$ cat src/rtl/sfx_duck_scheduler.sv
// Schedules sound-effect requesters onto the single SFX channel, ducks the music with a
// stepped gain ramp while an effect plays, and produces the saturated mixed sample.
module sfx_duck_scheduler #(
  parameter int NUM_SFX       = 4,
  parameter int SFX_SAMPLES   = 4800,
  parameter int DUCK_MIN_GAIN = 4,
  parameter int RAMP_STEP     = 64,
  localparam int SelW         = (NUM_SFX > 1) ? $clog2(NUM_SFX) : 1
) (
  input  logic               clk,
  input  logic               rst,
  input  logic               sample_tick,
  input  logic               en_music,
  input  logic [NUM_SFX-1:0] req,
  input  logic signed [15:0] music_in,
  input  logic signed [15:0] sfx_in,
  output logic               sfx_start,
  output logic [SelW-1:0]    sfx_sel,
  output logic               sfx_active,
  output logic [4:0]         music_gain,
  output logic signed [15:0] mix_out
);

  localparam int CntW  = $clog2(SFX_SAMPLES + 1);
  localparam int RampW = $clog2(RAMP_STEP + 1);
  localparam logic [4:0] FullGain = 5'd16;
  localparam logic [4:0] DuckGain = (DUCK_MIN_GAIN > 16) ? 5'd16 :
                                    (DUCK_MIN_GAIN < 0)  ? 5'd0  : 5'(DUCK_MIN_GAIN);
  localparam logic [CntW-1:0]  LastCnt  = CntW'(SFX_SAMPLES - 1);
  localparam logic [RampW-1:0] LastRamp = RampW'(RAMP_STEP - 1);

  typedef enum logic [1:0] {IDLE, GRANT, PLAY} state_e;

  function automatic logic [SelW-1:0] topBit(input logic [NUM_SFX-1:0] v);
    topBit = '0;
    for (int i = 0; i < NUM_SFX; i++)
      if (v[i]) topBit = SelW'(i);
  endfunction

  function automatic logic [NUM_SFX-1:0] oneHot(input logic [SelW-1:0] idx);
    oneHot = {{(NUM_SFX-1){1'b0}}, 1'b1} << idx;
  endfunction

  state_e             state_q, state_d;
  logic [NUM_SFX-1:0] pending_q, pending_d;
  logic [SelW-1:0]    sel_q, sel_d;
  logic [CntW-1:0]    cnt_q, cnt_d;
  logic               start_q, start_d;
  logic [4:0]         gain_q, gain_d, target_q, target;
  logic [RampW-1:0]   ramp_q, ramp_d;
  logic signed [15:0] mix_q, mix_d;
  logic [SelW-1:0]    reqTop, pendTop;
  logic signed [21:0] prod, shifted;
  logic signed [17:0] mTerm, sTerm, sum;

  assign reqTop  = topBit(req);
  assign pendTop = topBit(pending_q);

  always_ff @(posedge clk) begin
    if (rst) begin
      state_q   <= IDLE;
      pending_q <= '0;
      sel_q     <= '0;
      cnt_q     <= '0;
      start_q   <= 1'b0;
      gain_q    <= FullGain;
      target_q  <= FullGain;
      ramp_q    <= '0;
      mix_q     <= '0;
    end else begin
      state_q   <= state_d;
      pending_q <= pending_d;
      sel_q     <= sel_d;
      cnt_q     <= cnt_d;
      start_q   <= start_d;
      gain_q    <= gain_d;
      target_q  <= target;
      ramp_q    <= ramp_d;
      mix_q     <= mix_d;
    end
  end

  // A final tick wins over any request in the same cycle: requests then only queue.
  always_comb begin
    state_d   = state_q;
    pending_d = pending_q;
    sel_d     = sel_q;
    cnt_d     = cnt_q;
    start_d   = 1'b0;
    unique case (state_q)
      IDLE: begin
        pending_d = pending_q | req;
        if (pending_q != '0) state_d = GRANT;
      end
      GRANT: begin
        pending_d = (pending_q & ~oneHot(pendTop)) | req;
        sel_d     = pendTop;
        start_d   = 1'b1;
        cnt_d     = '0;
        state_d   = PLAY;
      end
      PLAY: begin
        if (sample_tick && cnt_q == LastCnt) begin
          pending_d = pending_q | req;
          state_d   = ((pending_q | req) != '0) ? GRANT : IDLE;
        end else begin
          if (sample_tick) cnt_d = cnt_q + CntW'(1);
          if (req != '0 && reqTop > sel_q) begin
            pending_d = (pending_q | req) & ~oneHot(reqTop) & ~oneHot(sel_q);
            sel_d     = reqTop;
            start_d   = 1'b1;
            cnt_d     = '0;
          end else if (req != '0 && reqTop == sel_q) begin
            pending_d = pending_q | (req & ~oneHot(sel_q));
            start_d   = 1'b1;
            cnt_d     = '0;
          end else begin
            pending_d = pending_q | req;
          end
        end
      end
      default: state_d = IDLE;
    endcase
  end

  // Gain steps one unit per RAMP_STEP ticks; a target change restarts the step interval.
  always_comb begin
    target = (state_q == PLAY) ? DuckGain : FullGain;
    gain_d = gain_q;
    ramp_d = ramp_q;
    if (target != target_q) begin
      ramp_d = '0;
    end else if (sample_tick) begin
      if (ramp_q == LastRamp) begin
        ramp_d = '0;
        if (gain_q > target)      gain_d = gain_q - 5'd1;
        else if (gain_q < target) gain_d = gain_q + 5'd1;
      end else begin
        ramp_d = ramp_q + RampW'(1);
      end
    end
  end

  assign prod    = $signed({{6{music_in[15]}}, music_in}) * $signed({17'd0, gain_q});
  assign shifted = prod >>> 4;
  assign mTerm   = en_music ? shifted[17:0] : '0;
  assign sTerm   = (state_q == PLAY) ? {{2{sfx_in[15]}}, sfx_in} : '0;
  assign sum     = mTerm + sTerm;

  always_comb begin
    if (sum > 18'sd32767)       mix_d = 16'sh7fff;
    else if (sum < -18'sd32768) mix_d = 16'sh8000;
    else                        mix_d = sum[15:0];
  end

  assign sfx_start  = start_q;
  assign sfx_sel    = sel_q;
  assign sfx_active = (state_q == PLAY);
  assign music_gain = gain_q;
  assign mix_out    = mix_q;

endmodule
$ cat config.mk
export PLATFORM = sky130hd
export DESIGN_NAME = sfx_duck_scheduler
export DESIGN_NICKNAME = d
export VERILOG_FILES = /design/src/rtl/sfx_duck_scheduler.sv
export SDC_FILE = /design/constraint.sdc
export NUM_CORES = 1
export LEC_CHECK = 0
export ABC_AREA = 1
export ABC_CLOCK_PERIOD_IN_PS = 6900
export BUFFER_PORTS_ARGS = -buffer_cell sky130_fd_sc_hd__buf_2
export CAP_MARGIN = 20
export CORE_MARGIN = 4
export CORE_UTILIZATION = 55
export CTS_CLUSTER_SIZE = 8
export DETAILED_ROUTE_END_ITERATION = 8
export PLACE_DENSITY = 0.75
export SLEW_MARGIN = 20
export SYNTH_ARGS = -nofsm -noshare
export SYNTH_HDL_FRONTEND = slang
export SYNTH_SLANG_ARGS = --single-unit
$ cat constraint.sdc
create_clock -name clk -period 6.9 [get_ports clk]
set_clock_uncertainty 0.2 [all_clocks]
set_input_delay 1.38 -clock clk [delete_from_list [all_inputs] [get_ports clk]]
set_output_delay 1.38 -clock clk [all_outputs]
set_load 0.05 [all_outputs]
==> impl_metrics.yaml <==
run_status:
  status: "completed"
drt:
  wl_per_cell_um: 11.9
  vias: 6290
  drc: 0
  dr.pass1.iters: 5
  routed_wl_mm: 14.8
  viasPerCell: 5.03
  ant_nets: 0
  first_iter_violations: 398
clock_network:
  h-tree-depth: 2
  cts-root-buf: "clkbuf_16"
  clock_latency_ps: 290
  cts_tree: "yes"
  clk_pin_slew_ps: 70
  clock-sinks: 52
  clk_path_buf_depth: 2
  cts_buffers: 5
synth:
  synth_most_common_cell: "inv_1"
  avgSynthCellArea_sq_um: 6.68
  synth-warning-count: 0
  syn_area_sq_um: 6840
  yosysTopAreaCellShare_pct: 15.2
  synthTopCellsByArea: "dfxtp_1, fa_1, inv_1"
  ys_seq_area_share_pct: 15.2
  yosys.area.top_type: "dfxtp_1"
  synth_edf_count: 0
  async_flop_share_pct: 0
  ys.flop_type: "dfxtp_1"
  ys_types: 44
  yosys_register_bits: 52
  postSynthCellCount: 1025
  ys_top_cells_by_count: "inv_1, nand2_1, a21oi_1"
  syn_nets: 1185
setup_path:
  crit_top_cell: "inv_1"
  r2r_slack_ps: 940
  slowest_delay_ps: 530
  critical_path_class: "in2reg"
  reg2reg_to: "mix_out[1]$_SDFF_PP0_"
  required_ps: 6870
  slowest_stage: "fa_1"
  critPathMaxFanout: 15
  rr_worst_depth: 31
  r2r_start: "music_gain[2]$_SDFFE_PP0P_"
  cp-end-kind: "flip-flop"
  crit_arrival_ps: 6370
  start_kind: "input pin"
sta:
  min_period_ps: 6400
  period_share_pct: 92.7
  fin_ws_ps: 500
  setup_viol: 0
  fmax_mhz: 156
  rsz0062_at_grt: "false"
  finalMaxSlewViolations: 0
  hold_viol: 0
  worst_pin_slew_ps: 837
  slew_headroom_pct: 43.9
  fin_setup_tns_ps: 0
floorplanning:
  num_rows: 40
  die_w_um: 120
  core-area_sq_um: 12100
  initial_core_util_pct: 56.5
  die_h_um: 120
  dieArea_sq_um: 14300
  pin_count: 65
placement:
  placed_area_sq_um: 7320
  place_hpwl_mm: 12.3
  port_buffers: 64
  dp_worst_setup_slack_ps: 201
  gp_congestion: 0.900
  dp_cells: 1242
worst_hold_path:
  min_path_type: "reg2reg"
  min_from: "ramp_q[6]$_SDFFE_PP0P_"
  holdPathEnd: "ramp_q[6]$_SDFFE_PP0P_"
  min_path_cells: 2
power:
  p_leak_nw: 4.42
  peakVddDrop_mv: 0.116
  power_density_nw_per_um2: 183
  power_mw: 1.37
final_layout:
  area_growth_syn_to_layout_pct: 9.12
  num_antenna_cells: 0
  nNetsFinal: 1241
  instances_no_fill: 1250
  drive_gt1_share_pct: 11.9
  fin_area_sq_um: 7470
run:
  maxCapViolations: 0
grt:
  gr-total-overflow: 0
  antenna_found_initial: 0
  grt_pass1_wl_mm: 26.4
  track_usage_pct: 21.5
  grt_pass1_vias: 6129
  grt_start_max_net_pins: 30
==> flip-flops by register name, summed over array words and instances, names as in the netlist <==
name,flops
cnt_q,13
mix_out,16
music_gain,5
pending_q,4
ramp_q,7
sfx_sel,2
sfx_start,1
state_q,2
target_q,2
==> layer usage <==
| metal | GRT usage, % | part of all wire (%) | vias to the layer above |
|---|---|---|---|
| met2 | 39.7 | 50 | 119 |
| met1 | 27.6 | 46 | 2880 |
| met3 | 2.50 | 3.8 | 10 |
| li1 | - | - | 3281 |
| met4 | 3.15 | 0.70 | 0 |
| met5 | 0 | 0 | - |
==> where the power goes <==
group	internal, mW	total [mW]	switching [mW]
sequential	0.360	0.393	0.0337
clock	0.137	0.254	0.117
combinational	0.218	0.719	0.501
total	0.715	1.37	0.652
==> area by class of cell <==
| type | count | area, sq um |
|---|---|---|
| flip-flops and latches | 52 | 1040 |
| fillers | 1178 | 4640 |
| multi-input cells | 694 | 4740 |
| well taps | 168 | 210 |
| inverters | 259 | 972 |
| clock inverters | 3 | 25.0 |
| clock buffers | 5 | 125 |
| repair buffers | 69 | 358 |
==> cells by family (layout without fill, tap and decap cells) <==
| kind of cell | count (synthesis) | count (layout) | synth area share (%) |
|---|---|---|---|
| and+or+nand+nor | 391 | 391 | 25.4 |
| buffers and inverters | 279 | 336 | 15.6 |
| AOI/OAI and AO/OA | 160 | 160 | 13.3 |
| adders and majority gates | 120 | 120 | 27.5 |
| DFF | 52 | 52 | 15.2 |
| xor gates and xnor gates | 23 | 23 | 2.94 |
==> critical path, delay by kind of cell <==
family | cells | cell delay (ps)
AO/OA/AOI/OAI | 6 | 850
buffers and inverters | 7 | 540
adder cells (fa/ha/maj) | 5 | 2200
AND/OR/NAND/NOR | 12 | 1350
==> how the worst max path moves through the flow <==
| stage | start | end | slack [ps] | cells past startpoint |
|---|---|---|---|---|
| 2_1_floorplan | music_in[4] | mix_out[10]$_SDFF_PP0_ | 890 | 30 |
| 3_3_place_gp | music_in[4] | mix_out[7]$_SDFF_PP0_ | 270 | 28 |
| 3_5_place_dp | music_in[4] | mix_out[6]$_SDFF_PP0_ | 200 | 29 |
| 4_1_cts | music_in[4] | mix_out[6]$_SDFF_PP0_ | 480 | 28 |
| 5_1_grt | music_in[3] | mix_out[6]$_SDFF_PP0_ | 10 | 31 |
| 6_report | music_in[4] | mix_out[1]$_SDFF_PP0_ | 500 | 30 |
==> layout by cell type, fill, tap and decap left out, drive strengths merged <==
master	count
xnor2	9
o21bai	6
nand3b	1
clkinvlp	1
fa	51
a21oi	73
nor4	2
nand4	12
xor2	14
inv	260
o21ai	47
a41oi	1
o221ai	2
nor3	15
ha	69
clkinv	1
o211ai	2
nand2	236
o21a	2
a211oi	10
a21o	2
or2	4
nand3	50
dfxtp	52
clkbuf	5
a31oi	7
a21boi	3
o31ai	2
o22ai	3
buf	69
nor2	70
nor3b	1
==> per-stage QoR <==
stage                     utilization (%)  hold WS [ps]
after CTS                            61.7           252
after detailed placement             60.4           240
after global routing                 61.7           302
after global placement               60.4           233
after floorplan                         -           223
final                                61.7           254
==> what timing repair did <==
action | CTS | global route
hold endpoints to repair | 0 | 0
setup endpoints to repair | 0 | 13
setup buffers | 0 | 0
gates resized for setup | 0 | 1
hold buffers | 0 | 0
Note: power is estimated with default switching activity, not from simulation.
